===== src/rtl/sync_aligner.sv =====
// Pixel re-alignment stage: queues camera pixels, issues homography queries, and pairs each
// in-order return with its pending pixel while tracking coordinate mismatches.
module sync_aligner #(
    parameter int unsigned XW    = 10,
    parameter int unsigned YW    = 10,
    parameter int unsigned RW    = 5,
    parameter int unsigned GW    = 6,
    parameter int unsigned BW    = 5,
    parameter int unsigned DEPTH = 8,
    parameter int unsigned CNTW  = 8,
    localparam int unsigned AW   = $clog2(DEPTH),
    localparam int unsigned LW   = AW + 1
) (
    input  logic          clk_25,
    input  logic          rst_n,
    input  logic          in_valid,
    output logic          in_ready,
    input  logic [XW-1:0] in_x,
    input  logic [YW-1:0] in_y,
    input  logic [7:0]    in_r,
    input  logic [7:0]    in_g,
    input  logic [7:0]    in_b,
    output logic          query_valid,
    output logic [XW-1:0] query_x,
    output logic [YW-1:0] query_y,
    input  logic          ret_valid,
    input  logic [XW-1:0] ret_x,
    input  logic [YW-1:0] ret_y,
    input  logic [RW-1:0] ret_r,
    input  logic [GW-1:0] ret_g,
    input  logic [BW-1:0] ret_b,
    input  logic          flush,
    input  logic          clr_err,
    output logic          out_valid,
    output logic [XW-1:0] out_x,
    output logic [YW-1:0] out_y,
    output logic [RW-1:0] dvi_r,
    output logic [GW-1:0] dvi_g,
    output logic [BW-1:0] dvi_b,
    output logic [RW-1:0] ccd_r,
    output logic [GW-1:0] ccd_g,
    output logic [BW-1:0] ccd_b,
    output logic          out_mis,
    output logic          mismatch,
    output logic [CNTW-1:0] mis_cnt,
    output logic          underflow,
    output logic [LW-1:0] level
);

    logic [XW-1:0] mem_x [DEPTH];
    logic [YW-1:0] mem_y [DEPTH];
    logic [RW-1:0] mem_r [DEPTH];
    logic [GW-1:0] mem_g [DEPTH];
    logic [BW-1:0] mem_b [DEPTH];

    logic [AW-1:0] wr_ptr_q, rd_ptr_q;
    logic [LW-1:0] level_q, level_d;
    logic          full, empty, push, pop, pop_req, mis_evt, uf_evt;
    logic [XW-1:0] ent_x;
    logic [YW-1:0] ent_y;

    assign full     = (level_q == LW'(DEPTH));
    assign empty    = (level_q == '0);
    assign in_ready = ~full & ~flush;
    assign push     = in_valid & in_ready;
    // A pop only sees entries present before this edge; a same-cycle push is not forwarded.
    assign pop_req  = ret_valid & ~flush;
    assign pop      = pop_req & ~empty;
    assign uf_evt   = pop_req & empty;
    assign ent_x    = mem_x[rd_ptr_q];
    assign ent_y    = mem_y[rd_ptr_q];
    assign mis_evt  = pop & ((ret_x != ent_x) | (ret_y != ent_y));
    assign level    = level_q;

    always_comb begin
        level_d = level_q;
        if (flush) begin
            level_d = '0;
        end else begin
            unique case ({push, pop})
                2'b10:   level_d = level_q + 1'b1;
                2'b01:   level_d = level_q - 1'b1;
                default: level_d = level_q;
            endcase
        end
    end

    always_ff @(posedge clk_25) begin
        if (push) begin
            mem_x[wr_ptr_q] <= in_x;
            mem_y[wr_ptr_q] <= in_y;
            mem_r[wr_ptr_q] <= in_r[7 -: RW];
            mem_g[wr_ptr_q] <= in_g[7 -: GW];
            mem_b[wr_ptr_q] <= in_b[7 -: BW];
        end
    end

    always_ff @(posedge clk_25 or negedge rst_n) begin
        if (!rst_n) begin
            wr_ptr_q    <= '0;
            rd_ptr_q    <= '0;
            level_q     <= '0;
            query_valid <= 1'b0;
            query_x     <= '0;
            query_y     <= '0;
            out_valid   <= 1'b0;
            out_x       <= '0;
            out_y       <= '0;
            dvi_r       <= '0;
            dvi_g       <= '0;
            dvi_b       <= '0;
            ccd_r       <= '0;
            ccd_g       <= '0;
            ccd_b       <= '0;
            out_mis     <= 1'b0;
            mismatch    <= 1'b0;
            mis_cnt     <= '0;
            underflow   <= 1'b0;
        end else begin
            level_q     <= level_d;
            query_valid <= push;
            out_valid   <= pop;
            out_mis     <= mis_evt;
            if (flush) begin
                wr_ptr_q <= '0;
                rd_ptr_q <= '0;
            end else begin
                if (push) wr_ptr_q <= wr_ptr_q + 1'b1;
                if (pop)  rd_ptr_q <= rd_ptr_q + 1'b1;
            end
            if (push) begin
                query_x <= in_x;
                query_y <= in_y;
            end
            if (pop) begin
                out_x <= ent_x;
                out_y <= ent_y;
                dvi_r <= mem_r[rd_ptr_q];
                dvi_g <= mem_g[rd_ptr_q];
                dvi_b <= mem_b[rd_ptr_q];
                ccd_r <= ret_r;
                ccd_g <= ret_g;
                ccd_b <= ret_b;
            end
            // Error events take precedence over a same-cycle clear.
            if (mis_evt) begin
                mismatch <= 1'b1;
                if (clr_err)       mis_cnt <= CNTW'(1);
                else if (~&mis_cnt) mis_cnt <= mis_cnt + 1'b1;
            end else if (clr_err) begin
                mismatch <= 1'b0;
                mis_cnt  <= '0;
            end
            if (uf_evt)       underflow <= 1'b1;
            else if (clr_err) underflow <= 1'b0;
        end
    end

endmodule


===== config.mk =====
export PLATFORM = sky130hd
export DESIGN_NAME = sync_aligner
export DESIGN_NICKNAME = d
export VERILOG_FILES = /design/src/rtl/sync_aligner.sv
export SDC_FILE = /design/constraint.sdc
export NUM_CORES = 1
export LEC_CHECK = 0
export CAP_MARGIN = 20
export CORE_MARGIN = 2
export CORE_UTILIZATION = 30
export DETAILED_ROUTE_END_ITERATION = 12
export PLACE_DENSITY = 0.5
export SLEW_MARGIN = 20
export SYNTH_ARGS = -nofsm -noshare
export SYNTH_HDL_FRONTEND = slang
export SYNTH_SLANG_ARGS = --single-unit

===== constraint.sdc =====
create_clock -name clk_25 -period 7.1 [get_ports clk_25]
set_clock_uncertainty 0.05 [all_clocks]
set_input_delay 1.065 -clock clk_25 [delete_from_list [all_inputs] [get_ports clk_25]]
set_output_delay 1.065 -clock clk_25 [all_outputs]
set_load 0.01 [all_outputs]

# [Word level (Yosys, flattened, before mapping)]
# Memories as Yosys holds them, arrays and structs flattened. A register that Yosys moved wholly into a read port is not among the register bits.
# Cells that the tools add are included.
[classes] n_reduce_logical=11 eq_ne=6 bitwise=10 mux=15 add_sub_neg=5
[ops] operator="two-way mux 8 bit" count=4
[ops] operator="inequality test 10 bit" count=2
[ops] operator="two-way mux 3 bit" count=4
[ops] operator="adder 8 x 1 -> 8 bit (second input constant)" count=1
[ops] operator="one-hot mux 4 bit (2 select lines)" count=1
[ops] operator="AND reduction 8 bit" count=1
[ops] operator="nonzero test 2 bit" count=4
[ops] operator="adder 3 x 1 -> 3 bit (second input constant)" count=2
[ops] operator="AND 1 bit" count=6
[ops] operator="two-way mux 1 bit" count=5
[ops] operator="adder 4 x 1 -> 4 bit (second input constant)" count=1
[ops] operator="== test 4 bit (second input constant)" count=1
[ops] operator="zero test 4 bit" count=1
[ops] operator="two-way mux 4 bit" count=1
[ops] operator="subtractor 4 x 1 -> 4 bit (second input constant)" count=1
[ops] operator="zero test 1 bit" count=3
[ops] operator="inverter 1 bit" count=3
[ops] operator="nonzero test 3 bit" count=1
[ops] operator="== test 2 x 1 -> 1 bit (second input constant)" count=1
[ops] operator="== test 2 bit (second input constant)" count=1
[ops] operator="inequality test 2 bit (second input constant)" count=1
[ops] operator="AND reduction 2 bit" count=1
[ops] operator="bitwise OR 1 bit" count=1
[word_totals] inputBits=86 ram_bits=288 word_cells=68 out_inout_bits=90 reg_bits=79 n_memories=5
[mem_list] name="mem_x" words=8 word_bits=10 read_ports=1 rd_clocked_by_memory_dff=0 wr=1 line_no="50" rtl="logic [XW-1:0] mem_x [DEPTH];"
[mem_list] name="mem_y" words=8 word_bits=10 read_ports=1 rd_clocked_by_memory_dff=0 wr=1 line_no="51" rtl="logic [YW-1:0] mem_y [DEPTH];"
[mem_list] name="mem_g" words=8 word_bits=6 read_ports=1 rd_clocked_by_memory_dff=1 wr=1 line_no="53" rtl="logic [GW-1:0] mem_g [DEPTH];"
[mem_list] name="mem_b" words=8 word_bits=5 read_ports=1 rd_clocked_by_memory_dff=1 wr=1 line_no="54" rtl="logic [BW-1:0] mem_b [DEPTH];"
[mem_list] name="mem_r" words=8 word_bits=5 read_ports=1 rd_clocked_by_memory_dff=1 wr=1 line_no="52" rtl="logic [RW-1:0] mem_r [DEPTH];"

# [Logic depth before layout (Yosys ltp)]
[logic_depth] depth_word=7 mapped_depth=13 mapped_depth_nobuf=12

# [Worst setup path before layout]
# OpenSTA, ideal clock, no wires.
[synth_timing] path_kind="input port to flip-flop" startpoint="in flush" endpoint="mem mem_b[4][0] (enable)" cell_stages=4 t_arrival_ns=5.530 path_slack_ns=0.988 cell_sequence="a21oi_1 -> nand2_1 -> clkbuf_1 -> nor4b_1"
[synth_between] elab_chain_len=5
[synth_lines] element="start, declared" line_no="32" rtl="input logic flush,"
[synth_lines] element="inverter 1 bit" line_no="64" rtl="assign in_ready = ~full & ~flush;"
[synth_lines] element="AND 1 bit" line_no="64"
[synth_lines] element="AND 1 bit" line_no="65" rtl="assign push = in_valid & in_ready;"
[synth_lines] element="two-way mux 1 bit" line_no="89" rtl="if (push) begin"
[synth_lines] element="two-way mux 1 bit (implied by the code)" line_no="94" rtl="mem_b[wr_ptr_q] <= in_b[7 -: BW];"
[synth_lines] element="end, declared" line_no="54"
# Every way passes these cells.

# [Worst setup path in the final report]
[layout_timing] startpoint="in flush" endpoint="mem mem_r[3][3] (enable)"
[layout_between] elab_chain_len=5
[layout_lines] element="inverter 1 bit" line_no="64"
[layout_lines] element="AND 1 bit" line_no="64"
[layout_lines] element="AND 1 bit" line_no="65"
[layout_lines] element="two-way mux 1 bit" line_no="89"
[layout_lines] element="two-way mux 1 bit (implied by the code)" line_no="92" rtl="mem_r[wr_ptr_q] <= in_r[7 -: RW];"
[layout_lines] element="end, declared" line_no="52"
# Every way passes these cells.

==> metrics list <==
- Setup repair after global routing missed its margin: false
- Number of global-route vias before repair: around 8500
- Of all cell types, the one taking the most synthesized area is sky130_fd_sc_hd__edfxtp_1.
* Area of the die: 51680 um^2
- In the routed layout, each cell is associated on average with a via count of 4.619.
- Post-route worst hold slack: 0.4213 ns
- Dpl hpwl: 21650 um
* Register share of total power: 45.4%
* Ranking of synthesized cells by area: sky130_fd_sc_hd__edfxtp_1, sky130_fd_sc_hd__dfrtp_1, sky130_fd_sc_hd__mux4_2
- The worst pin sits at a relative slew slack of 35.61%.
* Insertion delay to the later sink of the worst-skew pair: 0.57 ns
- Sequential cell area fraction in the yosys report: 73.69%
- Finished Cell Area: 18780 um^2
- Dividing the detail-routed wire length by the instance count gives 20.66 um.
- X dimension of the die: ~230 um
- Placed Cells incl. Taps: 1689
- The core region is 49050 um^2.
* Cell Rows: about 80
* Layout net count: 1161
- Entering global routing, the biggest net connects 71 pins.
* Netlist cell types: 50
- Cells fill 38.29% of the core in the end.
* Starting utilization of the core area: between 30% and 40%
* CTS buffer count: 43
* Post-CTS Hold Fix Bufs: 0
* Met2 track demand over resource: a little under a quarter
- Maximum clock frequency: roughly 0.23 GHz
* Part of the power in the clock network: 33.5%
- The worst-case IR drop observed on VDD is 0.0001567 V.
- Cell Count, Final, Fillers Out: approximately 1800
- In this run the vertical extent of the chip is 227.3 um.
* Area share of the largest cell type after synthesis: ~58%
- The number of nets handed over by synthesis was 971.
- Global route hottest layer: met2
* Aggregate routed wire length: about 36000 um
- Max-cap violations in this run came to 0.
* Slew at the pin closest to its max-slew limit: between 0.9 and 1 ns
- Maximum count of clock buffers along a single path: 3
* Post-synthesis area per instance: 17.00 um^2
* Via count: ~8200
* Leak pwr: 6.523 nW
- Startpoint class of the critical path: primary input
- STA classifies the critical path endpoint as a flip-flop.
- Setup slack closes at ~2.7 ns.
* PostCTS Resize Cnt: 0
- Total gr overflow: 0
- For this run, the total global-route usage over all layers was measured as between 10 and 15%.
* Global-route met3 utilization: about 3.1%
- Summed over all failing endpoints, the final setup total negative slack is 0 ns.
* Number of port buffers: 167
* Switching portion of total power: 26.96%
- Clock slew at reported path FFs: 0.06 ns
* Category of the most critical setup path: primary input to flip-flop
- For this design the ratio of total power to cell area is 331.4 nW/um^2.
- Number of buffers inserted by post-CTS setup repair: 0
- The flow ran to the end, and the final reports show no timing, DRC or antenna violations.
- The pre-antenna-repair detailed-routing pass consisted of 4 iterations.
- At the placement stage, the worst setup path has a slack of 2.072 ns.
* Final critical-path share of the clock period: 61.28%
- The count of final max-slew check failures is 0.
- Total number of clock tree sinks: 383
- Cells with a size suffix above 1 make up between 10% and 20% of the layout.
* Antenna fix cells: 0
* Data required, critical path: 7.23 ns
* Synthesized instance count: 880
* Routability cong.: 0.7350
- Placed Area: around 17000 um^2
- Peak fanout along the critical path: 32
- 176 I/O pins were placed.
- Area growth syn-to-layout: 25.54%
- In this run the worst hold path is classified as flip-flop to flip-flop.
- Global Route met1 Usage: 19.61%
* Wire length of the first global-routing pass: 54190 um
- TritonCTS built the clock tree.
- Total chip power: 6.225 mW
* Synth Register Bits: 383
- Setup violations remaining at the end of the flow were counted as 0.
* Netlist Area Pre-Place: 14960 um^2
- Count of yosys warnings during synthesis: 0
* Post-DRT Antenna Nets: 0
- Critical path arrival: 4.48 ns
* Initial antenna violation count: 2
- Cell internal pwr: 4.547 mW
- Clock period minus final worst setup slack: 4.351 ns
- Net switching power: 1.678 mW
- For this block, the initial DRC count from the detailed router was 456.
* Portion of total power attributed to combinational logic: 21.1%
- CTS built an H-tree with a depth of 2.
- After detailed routing, the number of remaining DRC violations is 0.
- Root Driver: sky130_fd_sc_hd__clkbuf_16
- The final number of hold-violating endpoints was 0.
-- cell usage after synthesis (all sizes together) --
| cell type | number |
|---|---|
| a21o | 2 |
| mux2 | 26 |
| nand2b | 4 |
| a22o | 2 |
| edfxtp | 288 |
| ha | 5 |
| nor4 | 2 |
| nor3b | 2 |
| a311oi | 1 |
| nor4b | 3 |
| mux4 | 58 |
| nor3 | 13 |
| a21oi | 5 |
| o2bb2ai | 3 |
| nand4 | 2 |
| a41o | 2 |
| o21a | 4 |
| xor2 | 9 |
| inv | 6 |
| xnor2 | 10 |
| o22ai | 12 |
| a41oi | 1 |
| nor2 | 12 |
| and3 | 5 |
| or3 | 1 |
| and2 | 1 |
| a31oi | 3 |
| buf | 29 |
| o21ai | 37 |
| nand2 | 161 |
| clkbuf | 13 |
| a32o | 1 |
| and4 | 2 |
| nor2b | 5 |
| o31a | 1 |
| or2 | 1 |
| mux2i | 39 |
| nand3 | 7 |
| o31ai | 6 |
| dfrtp | 95 |
| a221o | 1 |
-- state kept, by name, indices dropped and copies added, names as in the netlist, 3 cells and up --
| name | cells |
|---|---|
| mem_g | 48 |
| rd_ptr_q | 3 |
| dvi_r | 5 |
| mis_cnt | 8 |
| query_x | 10 |
| ccd_r | 5 |
| mem_x | 80 |
| mem_b | 40 |
| level | 4 |
| wr_ptr_q | 3 |
| dvi_g | 6 |
| out_x | 10 |
| mem_r | 40 |
| ccd_b | 5 |
| out_y | 10 |
| dvi_b | 5 |
| ccd_g | 6 |
| query_y | 10 |
| mem_y | 80 |
-- cell usage in the layout, fill, tap and decap left out, types with 8 or more instances in the layout --
cell type / instances
sky130_fd_sc_hd__nor3_1: 10
sky130_fd_sc_hd__buf_4: 21
sky130_fd_sc_hd__edfxtp_1: 288
sky130_fd_sc_hd__clkinv_2: 8
sky130_fd_sc_hd__clkbuf_1: 11
sky130_fd_sc_hd__clkbuf_16: 44
sky130_fd_sc_hd__mux4_2: 58
sky130_fd_sc_hd__nand2_1: 160
sky130_fd_sc_hd__xor2_1: 9
sky130_fd_sc_hd__mux2i_1: 38
sky130_fd_sc_hd__dfrtp_1: 92
sky130_fd_sc_hd__o22ai_1: 12
sky130_fd_sc_hd__xnor2_1: 10
sky130_fd_sc_hd__mux2_2: 25
sky130_fd_sc_hd__o21ai_0: 37
sky130_fd_sc_hd__nor2_1: 11
sky130_fd_sc_hd__clkdlybuf4s50_1: 166
-- final cells by class --
class                   instances  area [um^2]
clock buffers                  58         1184
fillers                      4627        30270
flip-flops and latches        383        11030
inverters                       6        22.52
repair buffers                187         1819
multi-input cells             449         3760
well taps                     664        830.8
clock inverters                19        133.9
-- path summary, 6_finish.rpt --
kind | from | endpoint | slack, ns | cells past startpoint
max in group asynchronous | rst_n | rd_ptr_q[0] | 5.14 | 2
worst max register to register | rd_ptr_q[0] | mis_cnt[5] | 3.10 | 8
worst min-delay path | ccd_g[4] | ccd_g[4] | 0.42 | 2
worst min register to register | ccd_g[4] | ccd_g[4] | 0.42 | 2
min in group asynchronous | rst_n | ccd_g[4] | 0.46 | 1
worst max-delay path | flush | mem_r[3][3] | 2.75 | 8
-- logic make-up (layout without fill, tap and decap cells) --
group	count (synthesis)	in the layout	synth area share, %
buf+inv	48	270	1.597
compound gates	81	81	3.412
mux	123	123	13.40
simple gates	221	221	6.372
xor+xnor	19	19	1.112
flops	383	383	73.69
fa+ha+maj	5	5	0.4181
-- critical path, cell delays in order --
cell                              delay, ns
sky130_fd_sc_hd__clkdlybuf4s50_1       0.55
sky130_fd_sc_hd__a21oi_1               0.26
sky130_fd_sc_hd__nand2_2               0.07
sky130_fd_sc_hd__buf_4                 0.30
sky130_fd_sc_hd__inv_2                 0.66
sky130_fd_sc_hd__nand2_1               0.33
sky130_fd_sc_hd__nor3b_2               0.55
sky130_fd_sc_hd__buf_4                 0.66
-- routing by layer --
metal | up-vias | wire, um
met5 | - | 25
met4 | 4 | 684
met3 | 53 | 2032
met1 | 4175 | 17200
met2 | 197 | 16550
li1 | 3729 | -
-- power groups by stage --
stage                     Combinational [mW]  Sequential (mW)  Clock (mW)
after detailed placement                1.34             2.88           0
after floorplan                        0.703             2.86           0
after CTS                               1.35             2.83        2.16
after global routing                    1.44             2.86        2.24
after global placement                  1.34             2.87           0
final                                   1.31             2.83        2.09
No activity file was read; power rests on OpenSTA's default activity.
